--- src/rtl/mic_tdoa_sequencer.sv ---
// mic_tdoa_sequencer: AHB-Lite slave that times the left/right microphone arrival difference.
module mic_tdoa_sequencer #(
   parameter int unsigned HOLDOFF_DEF = 20000000,
   parameter int unsigned TIMEOUT_DEF = 131071
) (
   input  logic        HCLK,
   input  logic        HRESET,
   input  logic        HSEL,
   input  logic [31:0] HADDR,
   input  logic [1:0]  HTRANS,
   input  logic [2:0]  HSIZE,
   input  logic [3:0]  HPROT,
   input  logic        HWRITE,
   input  logic [31:0] HWDATA,
   input  logic        HREADY,
   output logic        HREADYOUT,
   output logic [31:0] HRDATA,
   output logic        HRESP,
   input  logic        mic_left_n,
   input  logic        mic_right_n,
   output logic        irq
);

   localparam int unsigned AW     = 3;
   localparam int unsigned HO_W   = 25;
   localparam int unsigned TO_W   = 17;
   localparam int unsigned RES_W  = 18;
   localparam int unsigned EV_W   = 16;
   localparam int unsigned SYNC_W = 3;

   localparam logic [AW-1:0] A_CTRL    = AW'(0);
   localparam logic [AW-1:0] A_HOLDOFF = AW'(1);
   localparam logic [AW-1:0] A_TIMEOUT = AW'(2);
   localparam logic [AW-1:0] A_STATUS  = AW'(3);
   localparam logic [AW-1:0] A_RESULT  = AW'(4);
   localparam logic [AW-1:0] A_EVCNT   = AW'(5);

   localparam logic [HO_W-1:0] HO_RST = HO_W'(HOLDOFF_DEF);
   localparam logic [TO_W-1:0] TO_RST = TO_W'(TIMEOUT_DEF);

   typedef enum logic [1:0] {
      S_IDLE    = 2'd0,
      S_ARMED   = 2'd1,
      S_WAIT    = 2'd2,
      S_HOLDOFF = 2'd3
   } state_t;

   // bus address-phase latch
   logic [AW-1:0]     addr_q, addr_d;
   logic              dwr_q, dwr_d;
   // mic synchronizers (bit 0 newest)
   logic [SYNC_W-1:0] sl_q, sl_d, sr_q, sr_d;
   // FSM and measurement datapath
   state_t            state_q, state_d;
   logic [TO_W-1:0]   cnt_q, cnt_d;
   logic              dir_q, dir_d;
   logic [TO_W-1:0]   tlim_q, tlim_d;
   logic [HO_W-1:0]   hcnt_q, hcnt_d;
   logic [HO_W-1:0]   hlim_q, hlim_d;
   // software-visible registers
   logic              en_q, en_d, cont_q, cont_d, irqen_q, irqen_d;
   logic [HO_W-1:0]   ho_q, ho_d;
   logic [TO_W-1:0]   to_q, to_d;
   logic              done_q, done_d, tmo_q, tmo_d, ovr_q, ovr_d;
   logic [RES_W-1:0]  res_q, res_d;
   logic [EV_W-1:0]   evcnt_q, evcnt_d;
   logic              irq_q, irq_d;

   // combinational helpers
   logic              wr, wr_ctrl, wr_ho, wr_to, wr_st;
   logic              en_wr, cont_wr;
   logic              ev_l, ev_r, opp;
   logic [RES_W-1:0]  elapsed;
   logic              tmo_hit, ho_fin;
   logic              res_set, tmo_set, en_hw_clr, enter_ho;
   logic [RES_W-1:0]  res_val;
   logic              unused_bits;

   assign HREADYOUT = 1'b1;
   assign HRESP     = 1'b0;
   assign irq       = irq_q;

   assign unused_bits = ^{HADDR[31:5], HADDR[1:0], HTRANS[0], HSIZE, HPROT, HWDATA[31:25]};

   // data-phase write strobes and the EN/CONT values seen by the FSM this cycle
   assign wr      = dwr_q & HREADY;
   assign wr_ctrl = wr && (addr_q == A_CTRL);
   assign wr_ho   = wr && (addr_q == A_HOLDOFF);
   assign wr_to   = wr && (addr_q == A_TIMEOUT);
   assign wr_st   = wr && (addr_q == A_STATUS);
   assign en_wr   = wr_ctrl ? HWDATA[0] : en_q;
   assign cont_wr = wr_ctrl ? HWDATA[1] : cont_q;

   // falling-edge detect on synchronized mic lines
   assign ev_l    = sl_q[2] & ~sl_q[1];
   assign ev_r    = sr_q[2] & ~sr_q[1];
   assign opp     = dir_q ? ev_r : ev_l;
   assign elapsed = {1'b0, cnt_q} + RES_W'(1);
   assign tmo_hit = elapsed >= {1'b0, tlim_q};
   assign ho_fin  = ({1'b0, hcnt_q} + (HO_W+1)'(1)) >= {1'b0, hlim_q};

   // address-phase capture, advanced only while the bus is ready
   always_comb begin
      addr_d = addr_q;
      dwr_d  = dwr_q;
      sl_d   = {sl_q[SYNC_W-2:0], mic_left_n};
      sr_d   = {sr_q[SYNC_W-2:0], mic_right_n};
      if (HREADY) begin
         dwr_d = HSEL & HTRANS[1] & HWRITE;
         if (HSEL && HTRANS[1]) begin
            addr_d = HADDR[4:2];
         end
      end
   end

   // FSM state register
   always_ff @(posedge HCLK or posedge HRESET) begin
      if (HRESET) begin
         state_q <= S_IDLE;
      end else begin
         state_q <= state_d;
      end
   end

   // FSM next-state; clearing EN aborts from any state
   always_comb begin
      state_d = state_q;
      if (!en_wr) begin
         state_d = S_IDLE;
      end else begin
         unique case (state_q)
            S_IDLE:    state_d = S_ARMED;
            S_ARMED: begin
               if (ev_l && ev_r)      state_d = S_HOLDOFF;
               else if (ev_l || ev_r) state_d = S_WAIT;
            end
            S_WAIT: begin
               if (opp || tmo_hit)    state_d = S_HOLDOFF;
            end
            S_HOLDOFF: begin
               if (ho_fin)            state_d = cont_wr ? S_ARMED : S_IDLE;
            end
            default:   state_d = S_IDLE;
         endcase
      end
   end

   // FSM outputs: interval/hold-off counters, result and flag strobes
   always_comb begin
      cnt_d     = cnt_q;
      dir_d     = dir_q;
      tlim_d    = tlim_q;
      hcnt_d    = hcnt_q;
      hlim_d    = hlim_q;
      res_set   = 1'b0;
      res_val   = '0;
      tmo_set   = 1'b0;
      en_hw_clr = 1'b0;
      enter_ho  = 1'b0;
      if (en_wr) begin
         unique case (state_q)
            S_ARMED: begin
               if (ev_l && ev_r) begin
                  res_set  = 1'b1;
                  enter_ho = 1'b1;
               end else if (ev_l || ev_r) begin
                  dir_d  = ev_l;
                  cnt_d  = '0;
                  tlim_d = (to_q == '0) ? TO_W'(1) : to_q;
               end
            end
            S_WAIT: begin
               if (opp) begin
                  res_set  = 1'b1;
                  res_val  = dir_q ? elapsed : (~elapsed + RES_W'(1));
                  enter_ho = 1'b1;
               end else if (tmo_hit) begin
                  tmo_set  = 1'b1;
                  enter_ho = 1'b1;
               end else begin
                  cnt_d = elapsed[TO_W-1:0];
               end
            end
            S_HOLDOFF: begin
               if (ho_fin) begin
                  en_hw_clr = ~cont_wr;
               end else begin
                  hcnt_d = hcnt_q + HO_W'(1);
               end
            end
            default: ;
         endcase
      end
      if (enter_ho) begin
         hcnt_d = '0;
         hlim_d = ho_q;
      end
   end

   // register file updates; hardware flag sets win over W1C
   always_comb begin
      en_d    = en_wr & ~en_hw_clr;
      cont_d  = cont_wr;
      irqen_d = wr_ctrl ? HWDATA[2] : irqen_q;
      ho_d    = wr_ho ? HWDATA[HO_W-1:0] : ho_q;
      to_d    = wr_to ? HWDATA[TO_W-1:0] : to_q;
      done_d  = (done_q & ~(wr_st & HWDATA[4])) | res_set;
      tmo_d   = (tmo_q  & ~(wr_st & HWDATA[5])) | tmo_set;
      ovr_d   = (ovr_q  & ~(wr_st & HWDATA[6])) | (res_set & done_q);
      res_d   = res_set ? res_val : res_q;
      evcnt_d = res_set ? (evcnt_q + EV_W'(1)) : evcnt_q;
      irq_d   = done_d & irqen_d;
   end

   // datapath and register flops
   always_ff @(posedge HCLK or posedge HRESET) begin
      if (HRESET) begin
         addr_q  <= '0;
         dwr_q   <= 1'b0;
         sl_q    <= '1;
         sr_q    <= '1;
         cnt_q   <= '0;
         dir_q   <= 1'b0;
         tlim_q  <= TO_W'(1);
         hcnt_q  <= '0;
         hlim_q  <= '0;
         en_q    <= 1'b0;
         cont_q  <= 1'b0;
         irqen_q <= 1'b0;
         ho_q    <= HO_RST;
         to_q    <= TO_RST;
         done_q  <= 1'b0;
         tmo_q   <= 1'b0;
         ovr_q   <= 1'b0;
         res_q   <= '0;
         evcnt_q <= '0;
         irq_q   <= 1'b0;
      end else begin
         addr_q  <= addr_d;
         dwr_q   <= dwr_d;
         sl_q    <= sl_d;
         sr_q    <= sr_d;
         cnt_q   <= cnt_d;
         dir_q   <= dir_d;
         tlim_q  <= tlim_d;
         hcnt_q  <= hcnt_d;
         hlim_q  <= hlim_d;
         en_q    <= en_d;
         cont_q  <= cont_d;
         irqen_q <= irqen_d;
         ho_q    <= ho_d;
         to_q    <= to_d;
         done_q  <= done_d;
         tmo_q   <= tmo_d;
         ovr_q   <= ovr_d;
         res_q   <= res_d;
         evcnt_q <= evcnt_d;
         irq_q   <= irq_d;
      end
   end

   // read mux from the latched data-phase address
   always_comb begin
      HRDATA = '0;
      unique case (addr_q)
         A_CTRL:    HRDATA = {29'd0, irqen_q, cont_q, en_q};
         A_HOLDOFF: HRDATA = {7'd0, ho_q};
         A_TIMEOUT: HRDATA = {15'd0, to_q};
         A_STATUS:  HRDATA = {25'd0, ovr_q, tmo_q, done_q, 2'd0, 2'(state_q)};
         A_RESULT:  HRDATA = {{14{res_q[RES_W-1]}}, res_q};
         A_EVCNT:   HRDATA = {16'd0, evcnt_q};
         default:   HRDATA = '0;
      endcase
   end

endmodule

--- config.mk ---
export PLATFORM = sky130hd
export DESIGN_NAME = mic_tdoa_sequencer
export DESIGN_NICKNAME = d
export VERILOG_FILES = /design/src/rtl/mic_tdoa_sequencer.sv
export SDC_FILE = /design/constraint.sdc
export NUM_CORES = 1
export LEC_CHECK = 0
export CORE_MARGIN = 5
export CORE_UTILIZATION = 55
export CTS_BUF_LIST = sky130_fd_sc_hd__clkbuf_4
export DETAILED_ROUTE_END_ITERATION = 16
export PLACE_DENSITY = 0.85
export SKIP_LAST_GASP = 1
export SYNTH_ARGS = -nofsm -noshare
export SYNTH_HDL_FRONTEND = slang
export SYNTH_SLANG_ARGS = --single-unit
export TNS_END_PERCENT = 1
--- constraint.sdc ---
create_clock -name HCLK -period 7.84 [get_ports HCLK]
set_input_delay 1.568 -clock HCLK [delete_from_list [all_inputs] [get_ports HCLK]]
set_output_delay 1.568 -clock HCLK [all_outputs]
set_load 0.05 [all_outputs]
* After elaboration in Yosys (flattened, before gate mapping)
Index checks and enable logic that the tools add are counted.
Operators by class: add/subtract/negate cells 5, magnitude comparators 2, eq/ne operators 16, multiplexer cells 40, bitwise operators 26, reduce and logical (&&, ||, !) cells 19
Operator list (number):
- one-hot mux 32 bit (6 select lines) | 1
- two-way mux 25 bit | 4
- two-way mux 17 bit | 5
- two-way mux 18 bit | 4
- one-hot mux 17 bit (2 select lines) | 1
- adder 25 x 1 -> 26 bit, second input constant | 1
- >= comparator 26 x 25 -> 1 bit | 1
- adder 25 x 1 -> 25 bit, second input constant | 1
- adder 17 x 1 -> 18 bit, second input constant | 1
- adder 18 x 1 -> 18 bit, second input constant | 1
- >= comparator 18 x 17 -> 1 bit | 1
- NOT 18 bit | 1
- logical NOT 17 bit | 1
- two-way mux 1 bit | 17
- adder 16 x 1 -> 16 bit, second input constant | 1
- bitwise AND 1 bit | 14
- two-way mux 2 bit | 5
- != test 2 bit, second input constant | 4
- NOT 1 bit | 8
- one-hot mux 2 bit (4 select lines) | 1
- equality test 3 x 2 -> 1 bit, second input constant | 2
- equality test 3 bit, second input constant | 2
- logical AND 1 bit | 6
- != test 3 bit, second input constant | 2
- other kinds (15) | 23
Storage, ports and cells: register bits 180, bits of input ports 80, output and inout port bits 35, logic and storage cells 129

* Longest topological paths before layout
Gate-level depths: netlist of the first run.
depth after elaboration 9, depth in mapped cells 19, depth with buffers taken out 15

* Least setup slack after synthesis of the first run
No wires, ideal clock.
path kind register to register, start point reg hcnt_q[0], end point reg hcnt_q[11], setup time 0.078 ns, arrival 4.149 ns, required time 7.762 ns, setup slack 3.613 ns, stages on the path, launching flop included 19, path buffers 3, period minus slack after synthesis 4.227 ns, cells stage by stage dfrtp_1 ha_1 nand4_1 nor2_1 and2_1 clkbuf_1 and4_1 clkbuf_1 nand2_1 xnor2_1 ha_1 nand3_1 o221ai_1 a21o_1 a221o_1 or4_1 buf_2 or4_1 a21oi_1
Between the ends: longest elaborated chain between the ends 5, elaborated cells on any way between the ends 9, classes of those cells add/sub (2); order compare (1); eq/ne (1); mux (4); reduce/logical (1)
Ends and longest elaborated chain:
- from (decl) | RTL line 58 | logic [HO_W-1:0] hcnt_q, hcnt_d;
- from (signal assigned) | RTL line 246 | hcnt_q <= hcnt_d;
- parallel branches: the longest is 5 deep, another holds adder 25 x 1 -> 26 bit
Parallel ways; which one is timed is not known. The select of a mux whose other input is x is not followed. A chain may end at the register's enable or synchronous reset.

* Final worst setup path of the first run
start point reg addr_q[0], end point out HRDATA[16]
Between the ends: longest elaborated chain between the ends 2, elaborated cells on any way between the ends 7, classes of those cells eq/ne (5); mux (1); reduce/logical (1)
Ends and longest elaborated chain:
- from (decl) | RTL line 49 | logic [AW-1:0] addr_q, addr_d;
- from (signal assigned) | RTL line 239 | addr_q <= addr_d;
- equality test 3 bit, or another cell as far along | RTL line 265 | unique case (addr_q)
- one-hot mux 32 bit (6 select lines) * | RTL line 265
- to (decl) | RTL line 17 | output logic [31:0] HRDATA,
Every way passes the cells marked *; elsewhere a longest branch is shown, timed or not.

==> results of run 1 <==
## flip-flops by register name, indices dropped and copies added, names as in the netlist, 2 cells and up
name	cells
hcnt_q	25
hlim_q	25
ho_q	25
res_q	18
cnt_q	17
tlim_q	17
to_q	17
evcnt_q	16
addr_q	3
sl_q	3
sr_q	3
state_q	2
## cells in the final DEF, fill, tap and decap left out, types with 4 or more instances in the layout
| master | netlist | final |
|---|---|---|
| a211oi_1 | 4 | 4 |
| a21o_1 | 15 | 15 |
| a21oi_1 | 29 | 28 |
| a22oi_1 | 15 | 15 |
| a31oi_1 | 7 | 7 |
| and2_1 | 9 | 9 |
| and3_1 | 29 | 29 |
| and4_1 | 10 | 10 |
| buf_4 | 8 | 11 |
| clkbuf_4 | 0 | 18 |
| clkdlybuf4s50_1 | 0 | 68 |
| dfrtp_1 | 148 | 148 |
| dfstp_2 | 32 | 32 |
| ha_1 | 49 | 49 |
| inv_1 | 76 | 75 |
| inv_6 | 0 | 5 |
| mux2_2 | 90 | 90 |
| mux2i_1 | 12 | 12 |
| nand2_1 | 96 | 96 |
| nand2b_1 | 8 | 8 |
| nand3_1 | 23 | 23 |
| nand3b_1 | 4 | 4 |
| nand4_1 | 16 | 16 |
| nor2_1 | 51 | 51 |
| nor2b_1 | 8 | 8 |
| nor3_1 | 19 | 19 |
| nor4_1 | 11 | 11 |
| o211ai_1 | 16 | 16 |
| o21ai_0 | 69 | 69 |
| o22ai_1 | 5 | 5 |
| o31ai_1 | 6 | 6 |
| or2_2 | 4 | 4 |
| or3_1 | 13 | 13 |
| or4_1 | 5 | 5 |
| xnor2_1 | 35 | 35 |
| xor2_1 | 31 | 31 |
## logic make-up (layout without fill, tap and decap cells)
kind of cell / count (synthesis) / count (layout) / share of synthesized area
adder cells (fa/ha/maj): 49 / 49 / 0.0589
buffers and inverters: 138 / 187 / 0.0547
AND/OR/NAND/NOR: 320 / 320 / 0.160
XOR/XNOR: 66 / 66 / 0.0555
flip-flops: 180 / 180 / 0.437
multiplexers: 104 / 104 / 0.113
AO/OA/AOI/OAI: 195 / 195 / 0.121
other: 2 / 4 / 0.000722
## worst max-delay path: stages (launching register included)
cell and delay, ps:
dfrtp_1 360, buf_4 340, nor2b_1 830, a22oi_1 190, o21ai_0 410, clkdlybuf4s50_1 900
## layout make-up
type | count | area, µm²
fillers | 1482 | 7150
multi-input cells | 736 | 5310
flip-flops and latches | 180 | 4540
repair buffers | 79 | 763
well taps | 234 | 293
inverters | 76 | 290
clock inverters | 14 | 151
clock buffers | 18 | 135
diodes | 2 | 5.00
## cells in the mapped netlist (3+ instances only)
master / n / area, µm²
nand4_1: 16 / 100
a21o_1: 15 / 113
nand2_1: 96 / 360
nor3b_1: 3 / 22.5
clkbuf_1: 42 / 158
o211ai_1: 16 / 120
nor3_1: 19 / 95.1
nand2b_1: 8 / 50.1
nand3b_1: 4 / 30.0
a221o_1: 3 / 30.0
buf_2: 5 / 25.0
a22oi_1: 15 / 113
o21ai_0: 69 / 345
a31oi_1: 7 / 43.8
mux2i_1: 12 / 120
nor2_1: 51 / 191
o22ai_1: 5 / 31.3
dfrtp_1: 148 / 3700
and4_1: 10 / 87.6
o31ai_1: 6 / 45.0
a32o_1: 3 / 30.0
xor2_1: 31 / 272
buf_4: 8 / 60.1
dfstp_2: 32 / 841
nor2b_1: 8 / 50.1
xnor2_1: 35 / 307
inv_1: 76 / 285
nor4_1: 11 / 68.8
or3_1: 13 / 81.3
mux2_2: 90 / 1010
and3_1: 29 / 181
ha_1: 49 / 613
nand3_1: 23 / 115
or4_1: 5 / 37.5
a211oi_1: 4 / 30.0
and2_1: 9 / 56.3
buf_1: 5 / 18.8
a21oi_1: 29 / 145
or2_2: 4 / 25.0
## power groups by stage
stage          clock, mW  sequential, mW  combinational (mW)
6_report           0.543            1.29               0.786
2_1_floorplan          0            1.22               0.590
3_3_place_gp           0            1.29               0.748
5_1_grt            0.589            1.31               0.863
4_1_cts            0.547            1.28               0.782
3_5_place_dp           0            1.30               0.777
## worst paths after layout
| path | startpoint | end | cells after the start |
|---|---|---|---|
| max | addr_q[0] | HRDATA[16] | 5 |
| min | sl_q[0] | sl_q[1] | 0 |
| max reg2reg | hcnt_q[0] | hcnt_q[11] | 15 |
| min reg2reg | sl_q[0] | sl_q[1] | 0 |
| max in group asynchronous | HRESET | cnt_q[16] | 3 |
| min in group asynchronous | HRESET | hlim_q[4] | 2 |
## layer usage
metal  vias up  share of wire
met2       348           0.48
li1       3794              -
met4         0          0.023
met3        50          0.076
met5         -              0
met1      4006           0.42
## per-stage QoR
step	hold slack (ps)	cells	area [µm²]
2_1_floorplan	345	1054	10400
3_3_place_gp	346	1305	11200
3_5_place_dp	347	1305	11200
4_1_cts	367	1337	11500
5_1_grt	369	1339	11500
6_report	365	1339	11500
==> impl_metrics.yaml, run 1 <==
synthesis:
  synthArstFlopShare: 1.00
  synth_area_mm2: 0.0104
  synth_cell_type_count: 69
  synth-edff-count: 0
  synth_nets: 1183
  ys_ff_latch: 180
  syn_area_per_cell_um2: 9.87
  synthFlopType: "dfrtp_1"
  yosysWarnings: 0
  yosysSeqAreaShare: 0.437
  synth_cells: 1054
cts:
  h-tree-depth: 4
  cts_root_buf: "clkbuf_4"
  clock-sinks: 180
  postCtsSetupRepairBufs: 0
  cts_tree: "yes"
  numCtsBuffers: 17
  clkTransAtPathRegs_ps: 160
  holdBufCountCts: 0
  cts_resized: 0
  cts.path.max_buffers: 2
  clk_latency_ps: 590
power:
  cellInternalPower_mw: 1.63
  clockPowerShare: 0.207
  sequentialPowerShare: 0.492
  combPwrFrac: 0.301
  swShare: 0.375
  p_switching_mw: 0.981
  power.leakage_nw: 5.29
  powerDensity_mw_per_mm2: 228
  irDropWorstVdd_v: 0.000135
  power.total_mw: 2.62
floorplan:
  rows: 50
  die_h_um: 148
  floorplan.initialDensity: 0.558
  io_pins: 115
  die_w_um: 148
  dieArea_mm2: 0.0218
  core-area_mm2: 0.0186
sta:
  rsz0062_at_grt: "false"
  fin_ws_ps: 2640
  max_freq_mhz: 192
  finalCriticalPeriod_ps: 5200
  hold_viol: 0
  worst_pin_slew_ps: 1270
  finalCritPeriodShare: 0.663
  slew_headroom: 0.156
  finalSetupViolCount: 0
  skew_ps: 25.6
  tns_ps: 0
  report.final.slew_viol_count: 0
min_path:
  hold_class: "reg2reg"
placed_design:
  place_congestion: 0.896
  hpwl_mm: 18.7
  io_buffers: 68
  post-place-ws_ps: 2980
worst_setup_path:
  path_class: "reg2out"
  crit_arrival_ps: 3630
  crit_fanout: 28
  r2r_setup_slack_ps: 2930
  worst_setup_path_start_kind: "flop"
  worstSetupEndpointType: "primary output"
  cp.required_ps: 6270
status:
  status: "finished clean"
route:
  vias_per_cell: 6.12
  wire_per_inst_um: 19.2
  finalWirelength_mm: 25.7
  drc: 0
  dr_total_vias: 8198
  postRouteAntennaNets: 0
  drt_iter0_drc: 645
  firstDrtPassIters: 5
finish:
  syn_to_final_growth_pct: 10.4
  postLayoutCoreUtil: 0.616
  final_layout_size_suffix_gt1_frac: 0.162
  final_nets: 1219
global_route:
  busiest_layer: "met2"
  overflow: 0
  grt_pass1_vias: 8083
  met3_usage: 0.0555
  grt.total_usage: 0.239
  antenna_found_initial: 2
  grt_pass1_wl_mm: 41.8
  met1_usage: 0.321
  grt_max_degree: 65
  grt_use_met2: 0.387
job:
  drv_cap: 0
Note: power is estimated with default switching activity, not from simulation.
==> run 2: changes to the inputs <==
==> constraint.sdc (replaced) <==
create_clock -name HCLK -period 4.95 [get_ports HCLK]
set_input_delay 0.99 -clock HCLK [delete_from_list [all_inputs] [get_ports HCLK]]
set_output_delay 0.99 -clock HCLK [all_outputs]
set_load 0.05 [all_outputs]
==> impl_metrics.yaml, run 2 (synthesis results as in run 1) <==
min_path:
  holdPathStages: 0
  hold_class: "reg2reg"
floorplan:
  die_w_um: 148
  floorplan.initialDensity: 0.558
  die_h_um: 148
  io_pins: 115
  dieArea_mm2: 0.0218
  rows: 50
  core-area_mm2: 0.0186
placed_design:
  hpwl_mm: 18.5
  io_buffers: 68
  place_congestion: 0.919
power:
  p_switching_mw: 1.55
  powerDensity_mw_per_mm2: 367
  clockPowerShare: 0.227
  combPwrFrac: 0.293
  swShare: 0.364
  power.leakage_nw: 5.36
  power.total_mw: 4.26
  irDropWorstVdd_v: 0.000209
  cellInternalPower_mw: 2.71
  sequentialPowerShare: 0.479
worst_setup_path:
  cp.required_ps: 5460
  r2r.worst_path.cells: 15
  worst_setup_path_start_kind: "flop"
  crit_fanout: 18
  worstSetupEndpointType: "flop"
  crit_chain: "ha_1 > nand4_1 > nor2_1 > and2_1 > and4_1 > nand2_1 > xnor2_1 > ha_1 > nand3_1 > o221ai_1 > a21o_1 > a221o_1 > or4_1 > or4_1 > a21oi_1"
  crit_arrival_ps: 5120
  critPathSlowestCell: "or4_1"
  max_stage_delay_ps: 810
  path_class: "reg2reg"
route:
  vias_per_cell: 6.06
  drt_iter0_drc: 673
  dr_total_vias: 8151
  drc: 0
  firstDrtPassIters: 5
  postRouteAntennaNets: 0
  finalWirelength_mm: 25.5
  wire_per_inst_um: 18.9
sta:
  skew_ps: 28.2
  tns_ps: 0
  slew_headroom: 0.367
  finalSetupViolCount: 0
  rsz0062_at_grt: "false"
  max_freq_mhz: 217
  worst_pin_slew_ps: 949
  finalCritPeriodShare: 0.931
  hold_viol: 0
  report.final.slew_viol_count: 0
  finalCriticalPeriod_ps: 4610
status:
  status: "finished clean"
cts:
  clock-sinks: 180
  cts_tree: "yes"
  clkTransAtPathRegs_ps: 170
  holdBufCountCts: 0
  numCtsBuffers: 17
  clk_latency_ps: 580
  cts.path.max_buffers: 2
  h-tree-depth: 4
  cts_root_buf: "clkbuf_4"
  cts_resized: 0
  postCtsSetupRepairBufs: 0
finish:
  final_cell_mix: "dfrtp_1, nand2_1, mux2_2"
  syn_to_final_growth_pct: 11.5
  reg_top3: "hcnt_q (25), hlim_q (25), ho_q (25)"
  final_layout_size_suffix_gt1_frac: 0.168
  final_common_cell: "dfrtp_1"
  final_nets: 1226
global_route:
  grt_pass1_vias: 7795
  overflow: 0
  grt_pass1_wl_mm: 41.6
  antenna_found_initial: 1
  grt_max_degree: 181
  grt.total_usage: 0.236
job:
  drv_cap: 0
-- run 2: changes by cell type in the layout (fill, tap and decap cells not counted), sizes merged --
cell      before  now
clkinv         5    4
clkinvlp       2    1
diode          2    1
buf           11   18
clkbuf        18   17
inv           81   82
bufinv         2    4
-- run 2: worst paths after layout --
check / to / slack, ps / startpoint
hold / removal: sr_q[1] / 370 / sr_q[0]
setup / recovery: hcnt_q[11] / 340 / hcnt_q[0]
hold reg to reg: sr_q[1] / 370 / sr_q[0]
max in group asynchronous: dir_q / 3240 / HRESET
min in group asynchronous: evcnt_q[5] / 1020 / HRESET
setup reg to reg: hcnt_q[11] / 340 / hcnt_q[0]
-- run 2: power by group through the flow --
stage	registers, mW	logic, mW	clock network [mW]
4_1_cts	2.04	1.24	0.988
6_report	2.04	1.25	0.969
3_5_place_dp	2.06	1.24	0
5_1_grt	2.07	1.36	1.06
3_3_place_gp	2.05	1.19	0
2_1_floorplan	1.93	0.935	0
-- run 2: per-layer routing --
metal	track usage	vias up	part of all wire
met5	0	-	0
met4	0.0545	0	0.015
met1	0.323	4018	0.43
met2	0.393	289	0.49
met3	0.0432	30	0.066
li1	-	3814	-
-- run 2: layout make-up --
type | count | area, µm²
Antenna cell | 1 | 2.50
Clock buffer | 17 | 128
Clock inverter | 15 | 216
Fill cell | 1523 | 7040
Inverter | 76 | 289
Multi-Input combinational cell | 736 | 5310
Sequential cell | 180 | 4540
Tap cell | 234 | 293
Timing Repair Buffer | 86 | 828
-- run 2: critical path: cells and delay by family (launching register included) --
family,cells,cell delay (ps)
and+or+nand+nor,8,2480
AOI/OAI and AO/OA,4,840
adders and majority gates,2,580
DFF,1,480
xor gates and xnor gates,1,180
-- run 2: through the flow --
step | util | hold slack, ps | area [µm²] | instances | setup slack, ps
finish | 0.623 | 366 | 11600 | 1345 | 342
global placement | 0.604 | 346 | 11300 | 1312 | 445
detailed placement | 0.604 | 347 | 11300 | 1312 | 373
floorplan | - | 345 | 10400 | 1054 | 723
global route | 0.623 | 368 | 11600 | 1345 | 4.11
CTS | 0.622 | 367 | 11600 | 1344 | 354
==> run 3: changes to the inputs <==
--- a/config.mk
+++ b/config.mk
@@ -8,8 +8,10 @@
 export CORE_MARGIN = 5
 export CORE_UTILIZATION = 55
 export CTS_BUF_LIST = sky130_fd_sc_hd__clkbuf_4
+export CTS_CLUSTER_DIAMETER = 60
 export DETAILED_ROUTE_END_ITERATION = 16
 export PLACE_DENSITY = 0.85
+export SKIP_CTS_REPAIR_TIMING = 1
 export SKIP_LAST_GASP = 1
 export SYNTH_ARGS = -nofsm -noshare
 export SYNTH_HDL_FRONTEND = slang
==> results of run 3 <==
Final layout, timing and power as in run 2 (identical DEF).
